**src/rtl/logic_unit_arbiter_pkg.sv**
```systemverilog
// Shared opcodes and state encoding for the logic-unit arbiter.
// Imported by the arbiter top and its logicBasic datapath.
// Holds only types and constants, so no clocked behaviour lives here.
package logic_unit_arbiter_pkg;

    localparam logic [1:0] LOP_AND = 2'b00;
    localparam logic [1:0] LOP_OR  = 2'b01;
    localparam logic [1:0] LOP_XOR = 2'b10;
    localparam logic [1:0] LOP_NOT = 2'b11;

    typedef enum logic {
        ST_IDLE = 1'b0,
        ST_FULL = 1'b1
    } arbState_t;

endpackage

```
**src/rtl/logicBasic.sv**
```systemverilog
// Bitwise AND/OR/XOR/NOT on SIZE-bit operands; NOT uses x only.
// Latency: purely combinational.
// Backpressure: none; the caller registers the result.
module logicBasic
    import logic_unit_arbiter_pkg::*;
#(
    parameter int SIZE = 8
) (
    input  logic [SIZE-1:0] x,
    input  logic [SIZE-1:0] y,
    input  logic [1:0]      code,
    output logic [SIZE-1:0] result
);

    always_comb begin
        result = '0;
        case (code)
            LOP_AND: result = x & y;
            LOP_OR:  result = x | y;
            LOP_XOR: result = x ^ y;
            LOP_NOT: result = ~x;
            default: result = '0;
        endcase
    end

endmodule

```
**src/rtl/logic_unit_arbiter.sv**
```systemverilog
// Round-robin share of one logicBasic unit between two requesters, registered result.
// Latency: result visible one cycle after the request handshake.
// Backpressure: both readies drop while the result slot is full and res_ready is low.
module logic_unit_arbiter
    import logic_unit_arbiter_pkg::*;
#(
    parameter int SIZE  = 8,
    parameter int CNT_W = 16
) (
    input  logic             clk,
    input  logic             rst_n,
    input  logic             req0_valid,
    output logic             req0_ready,
    input  logic [SIZE-1:0]  req0_x,
    input  logic [SIZE-1:0]  req0_y,
    input  logic [1:0]       req0_code,
    input  logic             req1_valid,
    output logic             req1_ready,
    input  logic [SIZE-1:0]  req1_x,
    input  logic [SIZE-1:0]  req1_y,
    input  logic [1:0]       req1_code,
    output logic             res_valid,
    input  logic             res_ready,
    output logic [SIZE-1:0]  res_data,
    output logic             res_id,
    output logic             res_zero,
    output logic [CNT_W-1:0] op_count
);

    arbState_t        state;
    arbState_t        stateNext;
    logic             lastGrant;
    logic             slotFree;
    logic             grant0;
    logic             grant1;
    logic             anyGrant;
    logic [SIZE-1:0]  selX;
    logic [SIZE-1:0]  selY;
    logic [1:0]       selCode;
    logic [SIZE-1:0]  opResult;
    logic [SIZE-1:0]  resData;
    logic             resId;
    logic             resZero;
    logic [CNT_W-1:0] opCount;

    // A draining result frees the slot in the same cycle, so refill can overlap drain.
    assign slotFree = (state == ST_IDLE) || res_ready;
    assign grant0   = slotFree && req0_valid && (!req1_valid || lastGrant);
    assign grant1   = slotFree && req1_valid && (!req0_valid || !lastGrant);
    assign anyGrant = grant0 || grant1;

    assign selX    = grant1 ? req1_x    : req0_x;
    assign selY    = grant1 ? req1_y    : req0_y;
    assign selCode = grant1 ? req1_code : req0_code;

    logicBasic #(.SIZE(SIZE)) uLogic (
        .x      (selX),
        .y      (selY),
        .code   (selCode),
        .result (opResult)
    );

    always_ff @(posedge clk or negedge rst_n) begin
        if (!rst_n) begin
            state <= ST_IDLE;
        end else begin
            state <= stateNext;
        end
    end

    always_comb begin
        stateNext = state;
        case (state)
            ST_IDLE: stateNext = anyGrant ? ST_FULL : ST_IDLE;
            ST_FULL: begin
                if (anyGrant) begin
                    stateNext = ST_FULL;
                end else if (res_ready) begin
                    stateNext = ST_IDLE;
                end else begin
                    stateNext = ST_FULL;
                end
            end
            default: stateNext = ST_IDLE;
        endcase
    end

    always_comb begin
        res_valid  = (state == ST_FULL);
        req0_ready = grant0;
        req1_ready = grant1;
    end

    // lastGrant resets to 1 so requester 0 wins the first tie.
    always_ff @(posedge clk or negedge rst_n) begin
        if (!rst_n) begin
            resData   <= '0;
            resId     <= 1'b0;
            resZero   <= 1'b0;
            lastGrant <= 1'b1;
        end else if (anyGrant) begin
            resData   <= opResult;
            resId     <= grant1;
            resZero   <= (opResult == '0);
            lastGrant <= grant1;
        end
    end

    always_ff @(posedge clk or negedge rst_n) begin
        if (!rst_n) begin
            opCount <= '0;
        end else if (res_valid && res_ready) begin
            opCount <= opCount + 1'b1;
        end
    end

    assign res_data = resData;
    assign res_id   = resId;
    assign res_zero = resZero;
    assign op_count = opCount;

endmodule

```
**config.mk**
```make
export PLATFORM = sky130hd
export DESIGN_NAME = logic_unit_arbiter
export DESIGN_NICKNAME = d
export VERILOG_FILES = /design/src/rtl/logic_unit_arbiter_pkg.sv /design/src/rtl/logicBasic.sv /design/src/rtl/logic_unit_arbiter.sv
export SDC_FILE = /design/constraint.sdc
export NUM_CORES = 1
export LEC_CHECK = 0
export ABC_AREA = 1
export CAP_MARGIN = 0
export CORE_MARGIN = 2
export CORE_UTILIZATION = 55
export CTS_BUF_LIST = sky130_fd_sc_hd__clkbuf_2
export DETAILED_ROUTE_END_ITERATION = 10
export DONT_BUFFER_PORTS = 1
export HOLD_SLACK_MARGIN = 0.05
export PLACE_DENSITY = 0.73
export SLEW_MARGIN = 20
export SYNTH_ARGS = -nofsm -noshare
export SYNTH_HDL_FRONTEND = slang
export SYNTH_SLANG_ARGS = --single-unit
export TNS_END_PERCENT = 5
```
**constraint.sdc**
```tcl
create_clock -name clk -period 6.3 [get_ports clk]
set_input_delay 1.26 -clock clk [delete_from_list [all_inputs] [get_ports clk]]
set_output_delay 1.26 -clock clk [all_outputs]
set_load 0.01 [all_outputs]
```
Word-level counts from Yosys, hierarchy flattened
Index checks and enable logic that the tools add are counted.
Widths: inputs -> output; s select.

word-level totals
  bits in writable memories = 0
  latch bits = 0
  memories kept = 0
  ROM bits = 0
  logic and storage cells = 37
  bits in registers = 28
  output and inout port bits = 29
  input bits = 41

cells by class
  $add $sub $neg = 1
  bitwise logic cells = 5
  reductions and logical operators = 14
  mux-type cells = 8
  multiply operators = 0
  divide/modulo/power cells = 0
  equal/unequal tests = 3
  shift-type cells = 0
  $lt $le $gt $ge = 0

operator list
  kind                   count
  $pmux 8 s4             1
  $add 16x1->16 const B  1
  $mux 8                 2
  $and 8x8->8            1
  $logic_not 8->1        1
  $not 8->8              1
  $or 8x8->8             1
  $xor 8x8->8            1
  $logic_and 1x1->1      5
  $eq 2x2->1 const B     2
  $logic_or 1x1->1       4
  $logic_not 1->1        3
  $mux 1                 3
  $eq 2x1->1 const B     1
  $logic_not 2->1        1
  $mux 2                 1
  $pmux 1 s2             1
  $not 1->1              1

Logic depth before layout (Yosys ltp)
Gate-level depths: netlist (run 1).

  depth in word-level cells = 8
  mapped depth = 17
  gate-level depth less buffers = 15

By module
Synthesis (run 1) repeated with hierarchy kept, for this count alone.

unflattened totals
  cells, all modules = 312
  area, all modules = 2173.3 um^2

by module, submodules not included
  module              area each (um^2)  sequential area each (um^2)  cells an instance  times used
  logic_unit_arbiter  1615.3            701.9                        226                1
  logicBasic          558.0             0.0                          86                 1

Worst setup path before layout (run 1)
OpenSTA, ideal clock, no wires.

  path kind = input port to output port
  start = input res_ready
  end = output req0_ready
  stages on the path = 5
  buffers on the path = 1
  arrival time = 1.841 ns
  slack = 3.199 ns
  data required time = 5.040 ns
  cell sequence = inv_1 -> nand2_2 -> buf_6 -> nand2_1 -> a21oi_1

on the way
  word-level cells in the longest chain between the ends = 3

ends and longest elaborated chain
  what                             line                      RTL
  start, declared                  logic_unit_arbiter.sv:23  input logic res_ready,
  $logic_or 1x1->1                 logic_unit_arbiter.sv:47  assign slotFree = (state == ST_IDLE) || res_ready;
  $logic_and 1x1->1 (2 in series)  logic_unit_arbiter.sv:48  assign grant0 = slotFree && req0_valid && (!req1_valid || lastGrant);
  end, declared                    logic_unit_arbiter.sv:13  output logic req0_ready,

No other way between the ends.

Worst setup path in the final report (run 1)
  start = input res_ready
  end = output req1_ready

on the way
  word-level cells in the longest chain between the ends = 3

ends and longest elaborated chain
  what                             line                      RTL
  $logic_or 1x1->1                 logic_unit_arbiter.sv:47
  $logic_and 1x1->1 (2 in series)  logic_unit_arbiter.sv:49  assign grant1 = slotFree && req1_valid && (!req0_valid || !lastGrant);
  end, declared                    logic_unit_arbiter.sv:18  output logic req1_ready,

No other way between the ends.

==> reports/results.ini, run 1 <==
[worst_setup_path]
arrival_ns=2.09
crit_slowest_cell=nand3_4
crit_fanout=34
worstPathRequired_ns=5.04
critPathBufInv=2
start_kind=primary input
cp_top_family=simple AND/OR/NAND/NOR gates
path_common_cell=inv_1
worst_setup_path_end_kind=output port
path_cells=inv_1, nand2_2, nand3_4, inv_1
critPathKind=primary input to output port
critPathMaxStageDelay_ns=0.34

[logic_synthesis]
ys_seq_elements=28
synth_most_common_cell=nand2_1
synth_common_cells=nand2_1 (68), inv_1 (61), dfrtp_1 (27)
ys.warnings.count=0
yosys.area.top_type=dfrtp_1
netlist.area_leader.share_pct=31.8
async_flop_share_pct=100
synthFlopType=dfrtp_1
syn_nets=347
ys_types=32
synthCells=289
synth_edf_count=0
synth_area_sq_um=2120
syn_area_per_cell_sq_um=7.34
seq_area_frac_synth_pct=33.1
synth_area_leaders=dfrtp_1 (32%), nand2_1 (12%), inv_1 (11%), ha_1 (10%), nand3_1 (5.7%)

[layout]
num_antenna_cells=0
layout-drive-gt1-share_pct=7.37
multi_input_area_sq_um=1130
fillers=359
fin_area_sq_um=2140
seq_area_sq_um=702
finish.net_count=344
area_growth_pct=1.06

[placement]
dp_hpwl_mm=3.02
gp_congestion=0.764
place_area_sq_um=2130
io_buffers=0

[pwr]
pwr-share-clk_pct=11.7
sequentialPowerShare_pct=54.0
p_comb_share_pct=34.3
p_sw_share_pct=42.5
switchingPower_mw=0.229
vdd_drop_max_v=0.0000949
p_int_mw=0.310
cellPowerDensity_nw_per_um2=251
power.leakage_nw=1.24

[clocking]
cts_setup_buffers=0
cts_hold_buf=0
cts_tree=built
path_clk_slew_ns=0.24
root_buffer=clkbuf_2
cts_buffers=3
cts_sinks=28
clockBufferDepth=2
h-tree-depth=1
clock_latency_ns=0.35
ctsResizeCount=0

[run]
drv_cap=0

[worst_hold_path]
min_path_type=primary input to async pin

[grt]
grt_pass1_vias=1482
grt-ovfl-total=0
grt_pass1_wl_mm=6.28
grtUsageTotal_pct=18.1
grt_max_degree=35
antenna_found_initial=0

[timing]
max_freq_ghz=0.299
finalHoldViolations=0
slew_headroom_pct=60.5
fin_setup_tns_ns=0
rsz0062_at_grt=false
period_needed_ns=3.35
setup_violations=0
clock_skew_ns=0.00954
timing.final.max_slew_violations=0
min_period_over_period_pct=53.1
tightest_slew_ns=0.593

[drt]
via_count=1717
wl_per_cell_um=11.6
drt_first_pass_iters=4
ant_nets=0
drtIter0Drc=58
drt-total-wl_mm=3.85
drc_errors=0
via_per_inst=5.16

[die]
io_pins=70
die_h_um=66.1
rows=22
die_area_sq_um=4370
initial_core_util_pct=57.5
core-area_sq_um=3690
chipWidth_um=66.1

[outcome]
status=finished clean

cell usage in the layout (no fill, tap or decap), types with 4 or more instances in the layout:
cell type  count
inv_1         61
ha_1          17
nor2_1        12
xnor2_1        7
o21ai_1        4
xor2_1         6
o21ai_0       22
nand2_1       68
dfrtp_1       27
nand4_1        8
nand3_1       24
stage by stage:
stage | setup WS [ns] | hold WS [ns] | std cells | power [mW] | util [%]
CTS | 2.96 | 0.529 | 333 | 0.546 | 58.1
floorplan | 3.20 | 0.503 | 289 | 0.446 | -
global placement | 3.00 | 0.519 | 329 | 0.474 | 57.6
global route | 2.86 | 0.497 | 333 | 0.591 | 58.1
finish | 2.95 | 0.549 | 333 | 0.539 | 58.1
detailed placement | 2.96 | 0.529 | 329 | 0.483 | 57.6
layout make-up:
class | count | area share [%]
well taps | 48 | 2.80
flip-flops and latches | 28 | 32.7
inverters | 62 | 10.9
clock inverters | 1 | 0.175
multi-input cells | 191 | 52.7
clock buffers | 3 | 0.700
kinds of logic (layout without fill, tap and decap cells):
logic type / Yosys count / after routing / synth area share [%]
adders and majority gates: 17 / 17 / 10.0
DFF: 28 / 28 / 33.1
buffers and inverters: 70 / 66 / 13.6
xor gates and xnor gates: 13 / 13 / 5.37
AOI/OAI and AO/OA: 31 / 31 / 7.72
and+or+nand+nor: 129 / 129 / 29.7
muxes: 1 / 1 / 0.531
power groups by stage:
stage | logic (mW) | clock network, mW | registers, mW
2_1_floorplan | 0.164 | 0 | 0.282
3_3_place_gp | 0.180 | 0 | 0.294
3_5_place_dp | 0.187 | 0 | 0.296
4_1_cts | 0.188 | 0.0655 | 0.292
5_1_grt | 0.219 | 0.0730 | 0.299
6_report | 0.185 | 0.0630 | 0.291
path summary, 6_finish.rpt:
kind                                          startpoint                       end  slack, ns  cells past startpoint
worst max-delay path                           res_ready                req1_ready       2.95                      4
worst min-delay path                               rst_n  op_count[13]$_DFFE_PN0P_       0.55                      0
worst max register to register       res_valid$_DFF_PN0_      res_zero$_DFFE_PN0P_       3.87                     12
worst min register to register  op_count[15]$_DFFE_PN0P_  op_count[15]$_DFFE_PN0P_       0.55                      1
max in group asynchronous                          rst_n     lastGrant$_DFFE_PN1P_       5.57                      0
min in group clk                op_count[15]$_DFFE_PN0P_  op_count[15]$_DFFE_PN0P_       0.55                      1
metal layers:
metal  wire length (um)  vias to the layer above  global-route usage [%]
met1               1630                      767                    21.0
met5                  0                        -                       0
met4                104                        0                    10.7
met2               1910                       52                    31.5
met3                211                       10                    2.21
li1                   -                      888                       -
registers in the layout (all words and copies together) (netlist names):
register and count:
op_count 16, res_data 8, lastGrant 1, res_id 1, res_valid 1, res_zero 1
Power figures use the tool's default switching activity.
==> run 2, diff against run 1 <==
==> constraint.sdc (replaced) <==
create_clock -name clk -period 3.1 [get_ports clk]
set_input_delay 0.62 -clock clk [delete_from_list [all_inputs] [get_ports clk]]
set_output_delay 0.62 -clock clk [all_outputs]
set_load 0.01 [all_outputs]
==> run 2 against run 1 <==
Count of clock-buffer cells in the layout unchanged. Largest cell class unchanged. Die area unchanged. Highest routed layer unchanged. Clock skew is 0.0013 ns lower. Wire length decreased by 3.5%. First-iteration DRC count is 3.4% lower. Critical path type is now flip-flop to flip-flop. Power is 100% higher. Sequential power up 100%.
==> reports/results.ini, run 2 (synthesized netlist as in run 1, its figures left out) <==
[pwr]
switchingPower_mw=0.467  ; +100%
cellPowerDensity_nw_per_um2=504  ; +100%
p_int_mw=0.637  ; +110%
power.total_mw=1.10  ; +100%
p_sw_share_pct=42.3  ; -0.20 points
p_comb_share_pct=35.2  ; +0.9 points
power.leakage_nw=1.26  ; +1.8%
sequentialPowerShare_pct=53.6  ; -0.4 points
vdd_drop_max_v=0.000197  ; +110%
pwr-share-clk_pct=11.1  ; -0.6 points

[clocking]
path_clk_slew_ns=0.23  ; about the same
ctsResizeCount=0  ; unchanged
root_buffer=clkbuf_2
cts_buffers=3  ; unchanged
cts_setup_buffers=0  ; unchanged
cts_sinks=28  ; unchanged
cts_tree=built
clockBufferDepth=2  ; unchanged
h-tree-depth=1  ; unchanged
clock_latency_ns=0.34  ; about the same

[drt]
met3RoutedLength_um=202  ; -4.3%
drt_first_pass_iters=4  ; unchanged
ant_nets=0  ; unchanged
met1_length_mm=1.67  ; +2.1%
wl_per_cell_um=11.0  ; -4.6%
drt-total-wl_mm=3.72  ; -3.5%
drc_errors=0  ; unchanged
drtIter0Drc=56  ; -3.4%
via_count=1697  ; -1.2%
highest_layer=met4
wl_met2_mm=1.82  ; -4.7%
via_per_inst=5.04  ; -2.3%

[die]
die_area_sq_um=4370  ; unchanged
chipWidth_um=66.1  ; unchanged
io_pins=70  ; unchanged
rows=22  ; unchanged
die_h_um=66.1  ; unchanged
initial_core_util_pct=57.5  ; unchanged
core-area_sq_um=3690  ; unchanged

[grt]
grt_pass1_vias=1517  ; +2.4%
grt_pass1_wl_mm=6.51  ; +3.7%
grt_max_degree=35  ; unchanged
antenna_found_initial=0  ; unchanged
grtUsageTotal_pct=18.5  ; +0.46 points
grt-ovfl-total=0  ; unchanged

[worst_hold_path]
hold_depth=2
min_path_type=primary input to flip-flop

[timing]
tightest_slew_ns=0.430  ; -0.162 ns
min_period_over_period_pct=76.2
max_freq_ghz=0.424
finalHoldViolations=0  ; unchanged
final.setup.worst_slack_ns=0.739  ; -2.21 ns
whs_ns=0.488  ; -0.0612 ns
slew_headroom_pct=71.3  ; +11 points
period_needed_ns=2.36
fin_setup_tns_ns=0  ; unchanged
rsz0062_at_grt=false
clock_skew_ns=0.00825  ; -0.00130 ns
setup_violations=0  ; unchanged
timing.final.max_slew_violations=0  ; unchanged

[layout]
largest_reg_flops=16  ; unchanged
area_growth_pct=3.30
most-common-layout-cells=nand2_1 (68), inv_1 (61), dfrtp_1 (27), nand3_1 (24), o21ai_0 (22)
num_antenna_cells=0  ; unchanged
utilization_pct=59.4  ; +1.3 points
layout-drive-gt1-share_pct=7.96  ; +0.59 points
final_common_cell=nand2_1
fin_cells=337  ; +1.2%
fin_area_sq_um=2190  ; +2.2%
finish.net_count=348  ; +1.2%

[outcome]
status=finished clean

[worst_setup_path]
critPathKind=flip-flop to flip-flop
crit_fanout=34  ; unchanged
arrival_ns=2.63  ; +0.54 ns
start_kind=flip-flop
worst_r2r_path_depth=9  ; -3
worstPathRequired_ns=3.36  ; -1.68 ns
worst_setup_path_end_kind=flip-flop

[placement]
place_area_sq_um=2130  ; +0.35%
dp_hpwl_mm=2.96  ; -1.8%
pre_cts_slack_ns=0.544  ; -2.41 ns
dp.cells=330  ; +0.30%
io_buffers=0  ; unchanged
gp_congestion=0.774  ; +1.3%

[run]
drv_cap=0  ; unchanged

## run 2: cell count changes in the layout (fill, tap and decap cells not counted), sizes merged
cell | before | now
dlygate4sd3 | 0 | 2
buf | 0 | 2
## run 2: path summary, 6_finish.rpt
kind	slack (ns)	start	to
max	0.74	lastGrant$_DFFE_PN1P_	res_data[6]$_DFFE_PN0P_
min	0.49	res_ready	op_count[0]$_DFFE_PN0P_
max reg2reg	0.74	lastGrant$_DFFE_PN1P_	res_data[6]$_DFFE_PN0P_
min reg2reg	0.55	op_count[15]$_DFFE_PN0P_	op_count[15]$_DFFE_PN0P_
max in group asynchronous	2.26	rst_n	op_count[1]$_DFFE_PN0P_
min in group asynchronous	0.65	rst_n	lastGrant$_DFFE_PN1P_
## run 2: final cells by class
class | count | area [sq um]
Clock buffer | 3 | 15.0
Clock inverter | 1 | 3.75
Fill cell | 355 | 1500
Inverter | 62 | 233
Multi-Input combinational cell | 191 | 1130
Sequential cell | 28 | 702
Tap cell | 48 | 60.1
Timing Repair Buffer | 4 | 47.5
## run 2: layer usage
layer  track usage [%]  vias to the layer above
met5                 0                        -
met4              6.38                        0
met3              2.04                        2
met2              31.9                       43
met1              24.0                      757
li1                  -                      895
## run 2: critical path, stage by stage (launching register included)
cell,delay (ns)
dfstp_2,0.61
nand2_4,0.10
nand3_4,0.29
inv_1,0.18
or2_2,0.31
o21ai_2,0.08
ha_1,0.26
nand3_1,0.08
nand4_1,0.12
mux2_2,0.27
## run 2: power by group through the flow
stage                     clock network [mW]  registers, mW  logic (mW)
after floorplan                            0          0.574       0.334
after global placement                     0          0.600       0.368
after detailed placement                   0          0.601       0.383
after CTS                              0.131          0.594       0.396
after global routing                   0.145          0.607       0.464
final                                  0.123          0.592       0.389
## run 2: repair_timing
item                                    in CTS  in global routing
hold buffers                                 2                  1
endpoints found under the setup margin       0                  0
endpoints found under the hold margin       27                  1
